$ cat config.mk
export PLATFORM = sky130hd
export DESIGN_NAME = branch_resolve_unit
export DESIGN_NICKNAME = d
export VERILOG_FILES = /design/src/rtl/branch_resolve_unit.sv
export SDC_FILE = /design/constraint.sdc
export NUM_CORES = 1
export LEC_CHECK = 0
export ABC_AREA = 1
export CAP_MARGIN = 10
export CORE_AREA = 4 4 239 241
export CTS_CLUSTER_DIAMETER = 60
export CTS_CLUSTER_SIZE = 16
export DETAILED_ROUTE_END_ITERATION = 10
export DIE_AREA = 0 0 243 245
export GPL_TIMING_DRIVEN = 0
export PLACE_DENSITY = 0.55
export SYNTH_ARGS = -nofsm -noshare
export SYNTH_HDL_FRONTEND = slang
export SYNTH_SLANG_ARGS = --single-unit
$ cat constraint.sdc
create_clock -name clk -period 1.85 [get_ports clk]
set_input_delay 0.185 -clock clk [delete_from_list [all_inputs] [get_ports clk]]
set_output_delay 0.185 -clock clk [all_outputs]
set_load 0.03 [all_outputs]
$ cat src/rtl/branch_resolve_unit.sv
// Branch resolve unit: evaluates MIPS branch conditions, flags mispredictions,
// supplies the redirect PC and owns the 2-bit saturating branch history table.
module branch_resolve_unit #(
  parameter int unsigned DATA_W = 32,
  parameter int unsigned PC_W   = 32,
  parameter int unsigned IDX_W  = 6,
  parameter int unsigned CNT_W  = 32
) (
  input  logic              clk,
  input  logic              resetn,
  input  logic              stall,
  input  logic              flush,
  input  logic [PC_W-1:0]   f_pc,
  output logic              f_pred_taken,
  input  logic              r_valid,
  input  logic [2:0]        r_type,
  input  logic [PC_W-1:0]   r_pc,
  input  logic [DATA_W-1:0] r_a,
  input  logic [DATA_W-1:0] r_b,
  input  logic              r_pred_taken,
  input  logic [PC_W-1:0]   r_target,
  input  logic [PC_W-1:0]   r_fallthru,
  output logic              o_valid,
  output logic              o_taken,
  output logic              o_mispredict,
  output logic [PC_W-1:0]   o_redirect_pc,
  output logic [CNT_W-1:0]  stat_branches,
  output logic [CNT_W-1:0]  stat_mispredicts
);

  localparam int unsigned N_ENT = 2 ** IDX_W;

  localparam logic [2:0] T_BEQ  = 3'd1;
  localparam logic [2:0] T_BNE  = 3'd2;
  localparam logic [2:0] T_BGTZ = 3'd3;
  localparam logic [2:0] T_BLEZ = 3'd4;
  localparam logic [2:0] T_BGEZ = 3'd5;
  localparam logic [2:0] T_BLTZ = 3'd6;

  localparam logic [1:0] BHT_RESET = 2'b01;

  logic [1:0]       r_bht [N_ENT];

  logic             w_a_neg;
  logic             w_a_zero;
  logic             w_cond;
  logic             w_type_ok;
  logic             w_accept;
  logic             w_mispredict;
  logic [IDX_W-1:0] w_r_idx;
  logic [IDX_W-1:0] w_f_idx;
  logic [1:0]       w_bht_cur;
  logic [1:0]       w_bht_nxt;
  logic             w_unused;

  assign w_r_idx = r_pc[IDX_W+1:2];
  assign w_f_idx = f_pc[IDX_W+1:2];

  // Untagged table: high PC bits and the byte offset do not participate.
  assign w_unused = ^{r_pc[PC_W-1:IDX_W+2], r_pc[1:0], f_pc[PC_W-1:IDX_W+2], f_pc[1:0]};

  // Read-old: fetch sees the table value before any same-cycle update.
  assign f_pred_taken = r_bht[w_f_idx][1];

  assign w_a_neg  = r_a[DATA_W-1];
  assign w_a_zero = (r_a == '0);

  always_comb begin
    w_cond    = 1'b0;
    w_type_ok = 1'b1;
    case (r_type)
      T_BEQ:   w_cond = (r_a == r_b);
      T_BNE:   w_cond = (r_a != r_b);
      T_BGTZ:  w_cond = !w_a_neg && !w_a_zero;
      T_BLEZ:  w_cond = w_a_neg || w_a_zero;
      T_BGEZ:  w_cond = !w_a_neg;
      T_BLTZ:  w_cond = w_a_neg;
      default: w_type_ok = 1'b0;
    endcase
  end

  assign w_accept     = r_valid && !stall && !flush && w_type_ok;
  assign w_mispredict = (w_cond != r_pred_taken);

  // Saturating 2-bit counter step for the resolved entry.
  always_comb begin
    w_bht_cur = r_bht[w_r_idx];
    w_bht_nxt = w_bht_cur;
    if (w_cond) begin
      if (w_bht_cur != 2'b11) w_bht_nxt = w_bht_cur + 2'(1);
    end else begin
      if (w_bht_cur != 2'b00) w_bht_nxt = w_bht_cur - 2'(1);
    end
  end

  always_ff @(posedge clk or negedge resetn) begin
    if (!resetn) begin
      o_valid       <= 1'b0;
      o_taken       <= 1'b0;
      o_mispredict  <= 1'b0;
      o_redirect_pc <= '0;
    end else if (!stall) begin
      if (w_accept) begin
        o_valid       <= 1'b1;
        o_taken       <= w_cond;
        o_mispredict  <= w_mispredict;
        o_redirect_pc <= w_cond ? r_target : r_fallthru;
      end else begin
        o_valid      <= 1'b0;
        o_taken      <= 1'b0;
        o_mispredict <= 1'b0;
      end
    end
  end

  always_ff @(posedge clk or negedge resetn) begin
    if (!resetn) begin
      for (int i = 0; i < int'(N_ENT); i++) begin
        r_bht[i] <= BHT_RESET;
      end
    end else if (w_accept) begin
      r_bht[w_r_idx] <= w_bht_nxt;
    end
  end

  // Statistics counters stick at all-ones instead of wrapping.
  always_ff @(posedge clk or negedge resetn) begin
    if (!resetn) begin
      stat_branches    <= '0;
      stat_mispredicts <= '0;
    end else if (w_accept) begin
      if (stat_branches != '1) stat_branches <= stat_branches + CNT_W'(1);
      if (w_mispredict && (stat_mispredicts != '1)) begin
        stat_mispredicts <= stat_mispredicts + CNT_W'(1);
      end
    end
  end

endmodule

=== After elaboration in Yosys (flattened, before gate mapping) ===
Cells that the tools add are included.

* Flip-flop bits (word level): 227
* Input port bits: 201
* Output and inout port bits: 100
* Word-level logic and storage cells: 127

* Add/sub/neg operators: 4
* Order comparisons: 3
* Eq/ne operators: 12
* Mux-type cells: 18
* Bitwise operators: 3
* Reductions and logical operators: 17

{| class="wikitable"
|+ Operators by type and width
! operator !! number
|-
| 128-bit bitwise mux || 1
|-
| 32-bit by 1-bit adder with 32-bit output, second input constant || 2
|-
| 32-bit inequality test, second input constant || 2
|-
| 32-bit == test || 1
|-
| 32-bit zero test || 1
|-
| 32-bit two-way mux || 1
|-
| 32-bit inequality test || 1
|-
| 2-bit binary-select mux with 6-bit select || 2
|-
| 2-bit two-way mux || 8
|-
| 7-bit >= comparator, second input constant || 2
|-
| 6-bit inverter with 7-bit output || 2
|-
| 2-bit demux with 6-bit select || 1
|-
| 3-bit == test, second input constant || 3
|-
| 7-bit by 1-bit < comparator with 1-bit output, second input constant || 1
|-
| 3-bit by 2-bit == test with 1-bit output, second input constant || 2
|-
| 1-bit logical AND || 6
|-
| 1-bit case mux with 6 select lines || 1
|-
| 2-bit AND reduction || 3
|-
| 6-bit OR reduction || 1
|-
| 1-bit zero test || 4
|-
| 1-bit two-way mux || 4
|-
| 3-bit by 1-bit == test with 1-bit output, second input constant || 1
|-
| 2-bit by 1-bit adder with 2-bit output, second input constant || 1
|-
| 2-bit inequality test, second input constant || 1
|-
| 5 further kinds || 5
|}

=== Depth between registers and ports, before layout ===
* Depth after elaboration: 8
* Gate-level depth with buffers: 19
* Mapped depth without buffers: 16

=== Least setup slack after synthesis ===
No wires, ideal clock.

* Kind: reg2reg
* Start point: reg stat_mispredicts[1]
* End point: reg stat_mispredicts[2]
* Library setup time: 0.066 ns
* Arrival: 2.123 ns
* Data required time: 1.784 ns
* Slack: -0.338 ns
* Cell stages (with the launch flop): 11
* Path buffers: 1
* Clock period less this slack: 2.188 ns
* Path through: dfrtp_1 > ha_1 > nand2_1 > nor3_2 > nand4_1 > nor3b_2 > nand4_2 > nand4_2 > buf_4 > nand2_1 > nand2_1

* Longest elaborated chain between the ends: 3
* Elaborated cells between the ends (all ways): 4
* Classes of those cells: add/sub (1); eq/ne (1); reduce/logical (2)

{| class="wikitable"
|+ RTL lines
! what !! line !! source
|-
| start: declaration || 28 || <nowiki>output logic [CNT_W-1:0] stat_mispredicts</nowiki>
|-
| start signal: assignment || 134 || <nowiki>stat_mispredicts <= stat_mispredicts + CNT_W'(1);</nowiki>
|-
| branches (longest 3 deep; another with 32-bit by 1-bit adder with 32-bit output) || -- ||
|}

Parallel ways; which one is timed is not known.
A chain may end at the register's enable or synchronous reset.

=== Final worst setup path ===
* Start point: reg r_bht[75] in the netlist's numbering
* End point: out f_pred_taken

* Longest elaborated chain between the ends: 3

{| class="wikitable"
|+ RTL lines
! what !! line !! source
|-
| start: declaration || 42 || <nowiki>logic [1:0] r_bht [N_ENT];</nowiki>
|-
| start signal: indexed assignment || 122 || <nowiki>r_bht[w_r_idx] <= w_bht_nxt;</nowiki>
|-
| 2-bit binary-select mux with 6-bit select || 63 || <nowiki>assign f_pred_taken = r_bht[w_f_idx][1];</nowiki>
|-
| 2-bit two-way mux (not written as such) (2 in a row) || 63 ||
|-
| end: declaration || 14 || <nowiki>output logic f_pred_taken,</nowiki>
|}

No other way between the ends. The select of a mux whose other input is x is not followed.

==> load_flow_metrics.sql <==
INSERT INTO impl_metrics (metric_group, metric, value, unit) VALUES
('run_status', 'run_status', 'finished, violations left', ''),
('run_status', 'violations', 'negative setup slack', ''),
('yosys', 'synthesis.nets', '2134', ''),
('yosys', 'synth_area_per_cell', '7.04', 'µm²'),
('critical_path', 'criticalPathCategory', 'flip-flop to primary output', ''),
('route', 'highest_layer', 'met5', ''),
('critical_path', 'endpoint_kind', 'primary output', ''),
('clocking', 'worst_setup_hold_path_clk_slew', '0.06', 'ns'),
('yosys', 'syn_inst', '1931', ''),
('clocking', 'cts_sinks', '227', ''),
('floorplanning', 'die_h', '245', 'µm'),
('global_routing', 'first_pass_grt_wire_length', '92100', 'µm'),
('cells_and_area', 'final_net_count', '2535', ''),
('yosys', 'ys_seq_elements', '227', ''),
('yosys', 'post_synth_instance_area', '13600', 'µm²'),
('placement', 'dp_cells', '2884', ''),
('global_routing', 'grt_util_all_layers', '19.7', '%'),
('yosys', 'yosysWarningCount', '0', ''),
('route', 'average_wire_per_cell_in_the_routed_design', '19.9', 'µm'),
('cells_and_area', 'layout.core_utilization', '38.8', '%'),
('sta', 'rsz0062_at_grt', 'true', ''),
('yosys', 'number_of_synthesized_flops_with_an_enable_pin', '0', ''),
('sta', 'period_minus_slack', '2.27', 'ns'),
('floorplanning', 'core', '54900', 'µm²'),
('pwr', 'clockPowerShare', '39.3', '%'),
('sta', 'worst_hold_slack', '0.145', 'ns'),
('route', 'postRouteWirelength', '60900', 'µm'),
('placement', 'finalWeightedCongestion', '0.929', ''),
('sta', 'worst_pin_slew', '0.656', 'ns'),
('yosys', 'async_reset_ff_share', '100', '%'),
('placement', 'numPortBuffers', '247', ''),
('sta', 'slew_headroom', '56.3', '%'),
('yosys', 'post_synth_fa_ha_maj_area_fraction', '0.184', '%'),
('clocking', 'clk_lat_worst_skew', '0.57', 'ns'),
('floorplanning', 'core.rowCount', '86', ''),
('clocking', 'tritoncts.num_buffers', '29', ''),
('sta', 'post-route-worst-setup-slack', '-0.416', 'ns'),
('route', 'drt_pre_antenna_iters', '6', ''),
('yosys', 'synth_compound_gate_area_share', '7.97', '%'),
('yosys', 'yosysTopAreaCellShare', '30.0', '%'),
('route', 'met2_length', '28200', 'µm'),
('sta', 'finalSetupViolCount', '165', ''),
('route', 'num_vias', '15200', ''),
('global_routing', 'grt_pass1_vias', '15200', ''),
('floorplanning', 'top_level_ports', '301', ''),
('critical_path', 'cp_slowest_cell', 'sky130_fd_sc_hd__dfrtp_1', ''),
('yosys', 'post_synth_main_area_contributors', 'sky130_fd_sc_hd__dfrtp_1 (30%), sky130_fd_sc_hd__nand2_1 (19%), sky130_fd_sc_hd__dfstp_2 (12%)', ''),
('global_routing', 'number_of_antenna_violations_at_the_first_check_in_global_routing', '2', ''),
('pwr', 'power-per-cell-area', '737', 'nW/µm²'),
('global_routing', 'grt_start_max_net_pins', '117', ''),
('pwr', 'gate_power_share', '25.1', '%'),
('pwr', 'share_seq_of_total_power', '35.6', '%'),
('cells_and_area', 'antenna_cells', '0', ''),
('sta', 'finalMaxSlewViolations', '0', ''),
('clocking', 'cts_root_buffer', 'sky130_fd_sc_hd__clkbuf_16', ''),
('critical_path', 'crit_path_cell_trace', 'o21ai_0, o22ai_1, o211ai_1, nand3_1, o211ai_1, nand2_1, buf_6', ''),
('pwr', 'intPower', '10.6', 'mW'),
('yosys', 'post_synth_mux_area_share', '0', '%'),
('route', 'route.detailed.drc', '0', ''),
('yosys', 'synthDominantAreaCellType', 'sky130_fd_sc_hd__dfrtp_1', ''),
('critical_path', 'cpMostUsedCell', 'sky130_fd_sc_hd__o211ai_1', ''),
('min_path', 'hold_path.class', 'input port to flip-flop', ''),
('clocking', 'cts_tree', 'built', ''),
('critical_path', 'worst-endpoint-required', '1.66', 'ns'),
('cells_and_area', 'fillers', '5569', ''),
('yosys', 'synth.yosys.seq_area_share', '42.4', '%'),
('cells_and_area', 'drive_gt1_share', '24.8', '%'),
('route', 'vias_per_cell', '4.97', ''),
('yosys', 'ys.flop_type', 'sky130_fd_sc_hd__dfrtp_1', ''),
('flow_run', 'maxCapViolations', '0', ''),
('cells_and_area', 'layout-area-overhead-vs-synth', '56.6', '%');
-- logic make-up after synthesis --
group | count (synthesis)
AOI/OAI and AO/OA | 205
xor gates and xnor gates | 84
adders and majority gates | 2
buffers and inverters | 247
DFF | 227
and+or+nand+nor | 1166
-- critical path: cells and delay by family, from the launching register on --
kind            cells  cell delay [ns]
compound gates      4             0.67
flops               1             0.42
simple gates        2             0.27
buf+inv             1             0.15
-- layer usage --
| layer | GRT usage [%] | vias up |
|---|---|---|
| met5 | 0 | - |
| met4 | 8.66 | 4 |
| met3 | 3.68 | 219 |
| met2 | 32.4 | 707 |
| met1 | 25.5 | 7283 |
| li1 | - | 6981 |
-- registers in the layout, summed over array words and instances (netlist names) --
register / count
r_bht: 128
o_redirect_pc: 32
stat_branches: 32
stat_mispredicts: 32
o_mispredict: 1
o_taken: 1
o_valid: 1
-- power by group through the flow --
stage	registers (mW)	logic, mW	clock network [mW]
2_1_floorplan	6.08	0.970	0
3_3_place_gp	5.65	2.95	0
3_5_place_dp	5.66	2.98	0
4_1_cts	5.57	3.78	6.34
5_1_grt	5.61	4.15	6.54
6_report	5.58	3.94	6.16
-- synth_stat cells, types with 3 or more instances --
cell type	n
sky130_fd_sc_hd__xnor2_1	38
sky130_fd_sc_hd__buf_6	21
sky130_fd_sc_hd__dfrtp_1	163
sky130_fd_sc_hd__nand2_4	3
sky130_fd_sc_hd__buf_2	9
sky130_fd_sc_hd__nand2_1	688
sky130_fd_sc_hd__o221ai_1	6
sky130_fd_sc_hd__o211ai_1	8
sky130_fd_sc_hd__o21ai_0	130
sky130_fd_sc_hd__dfstp_2	64
sky130_fd_sc_hd__a21oi_1	44
sky130_fd_sc_hd__nand4_1	22
sky130_fd_sc_hd__nand2_2	3
sky130_fd_sc_hd__inv_2	9
sky130_fd_sc_hd__buf_1	3
sky130_fd_sc_hd__nor3_1	32
sky130_fd_sc_hd__o21ai_1	13
sky130_fd_sc_hd__nor2_1	213
sky130_fd_sc_hd__clkinv_1	4
sky130_fd_sc_hd__nand3_1	185
sky130_fd_sc_hd__nor4_1	9
sky130_fd_sc_hd__clkbuf_1	25
sky130_fd_sc_hd__inv_1	157
sky130_fd_sc_hd__nand3_2	3
sky130_fd_sc_hd__xor2_1	46
sky130_fd_sc_hd__buf_4	18
-- metrics by stage --
| stage | power [mW] | instance area, µm² | setup WS, ns | setup TNS (ns) |
|---|---|---|---|---|
| 6_report | 15.7 | 21300 | -0.416 | -41.98 |
| 5_1_grt | 16.3 | 21300 | -0.510 | -56.94 |
| 4_1_cts | 15.7 | 20700 | -0.430 | -27.24 |
| 3_5_place_dp | 8.64 | 17100 | -1.88 | -281.55 |
| 3_3_place_gp | 8.60 | 17100 | -10.49 | -2246.18 |
| 2_1_floorplan | 7.05 | 13700 | -0.211 | -6.60 |
-- path summary, 6_finish.rpt --
path / endpoint / depth (start not counted) / from / slack [ns]
min in group asynchronous: r_bht[103]$_DFFE_PN0P_ / 3 / resetn / 0.27
max in group asynchronous: stat_branches[7]$_DFFE_PN0P_ / 4 / resetn / 0.47
worst min register to register: r_bht[56]$_DFFE_PN1P_ / 2 / r_bht[56]$_DFFE_PN1P_ / 0.46
worst max-delay path: f_pred_taken / 7 / r_bht[75]$_DFFE_PN0P_ / -0.42
worst min-delay path: o_valid$_DFFE_PN0N_ / 3 / stall / 0.14
worst max register to register: r_bht[35]$_DFFE_PN0P_ / 16 / r_bht[27]$_DFFE_PN0P_ / -0.35
-- area by class of cell --
class / count / area, µm² / share of cell area [%]
clock inverters: 19 / 260 / 1.22
repair inverters: 1 / 16.3 / 0.0764
flip-flops and latches: 227 / 5780 / 27.1
well taps: 704 / 881 / 4.14
multi-input cells: 1461 / 7940 / 37.3
plain buffers: 74 / 803 / 3.77
clock buffers: 35 / 778 / 3.66
repair buffers: 367 / 4140 / 19.5
inverters: 171 / 684 / 3.22
-- what timing repair did --
item                                    4_1_cts  5_1_grt
pin swaps                                   170       57
buffers inserted                             74       20
resized for setup                           428      158
hold endpoints to repair                     75        0
gates cloned                                 29        0
endpoints found under the setup margin      290      233
hold buffers                                  1        0
Power figures use the tool's default switching activity.
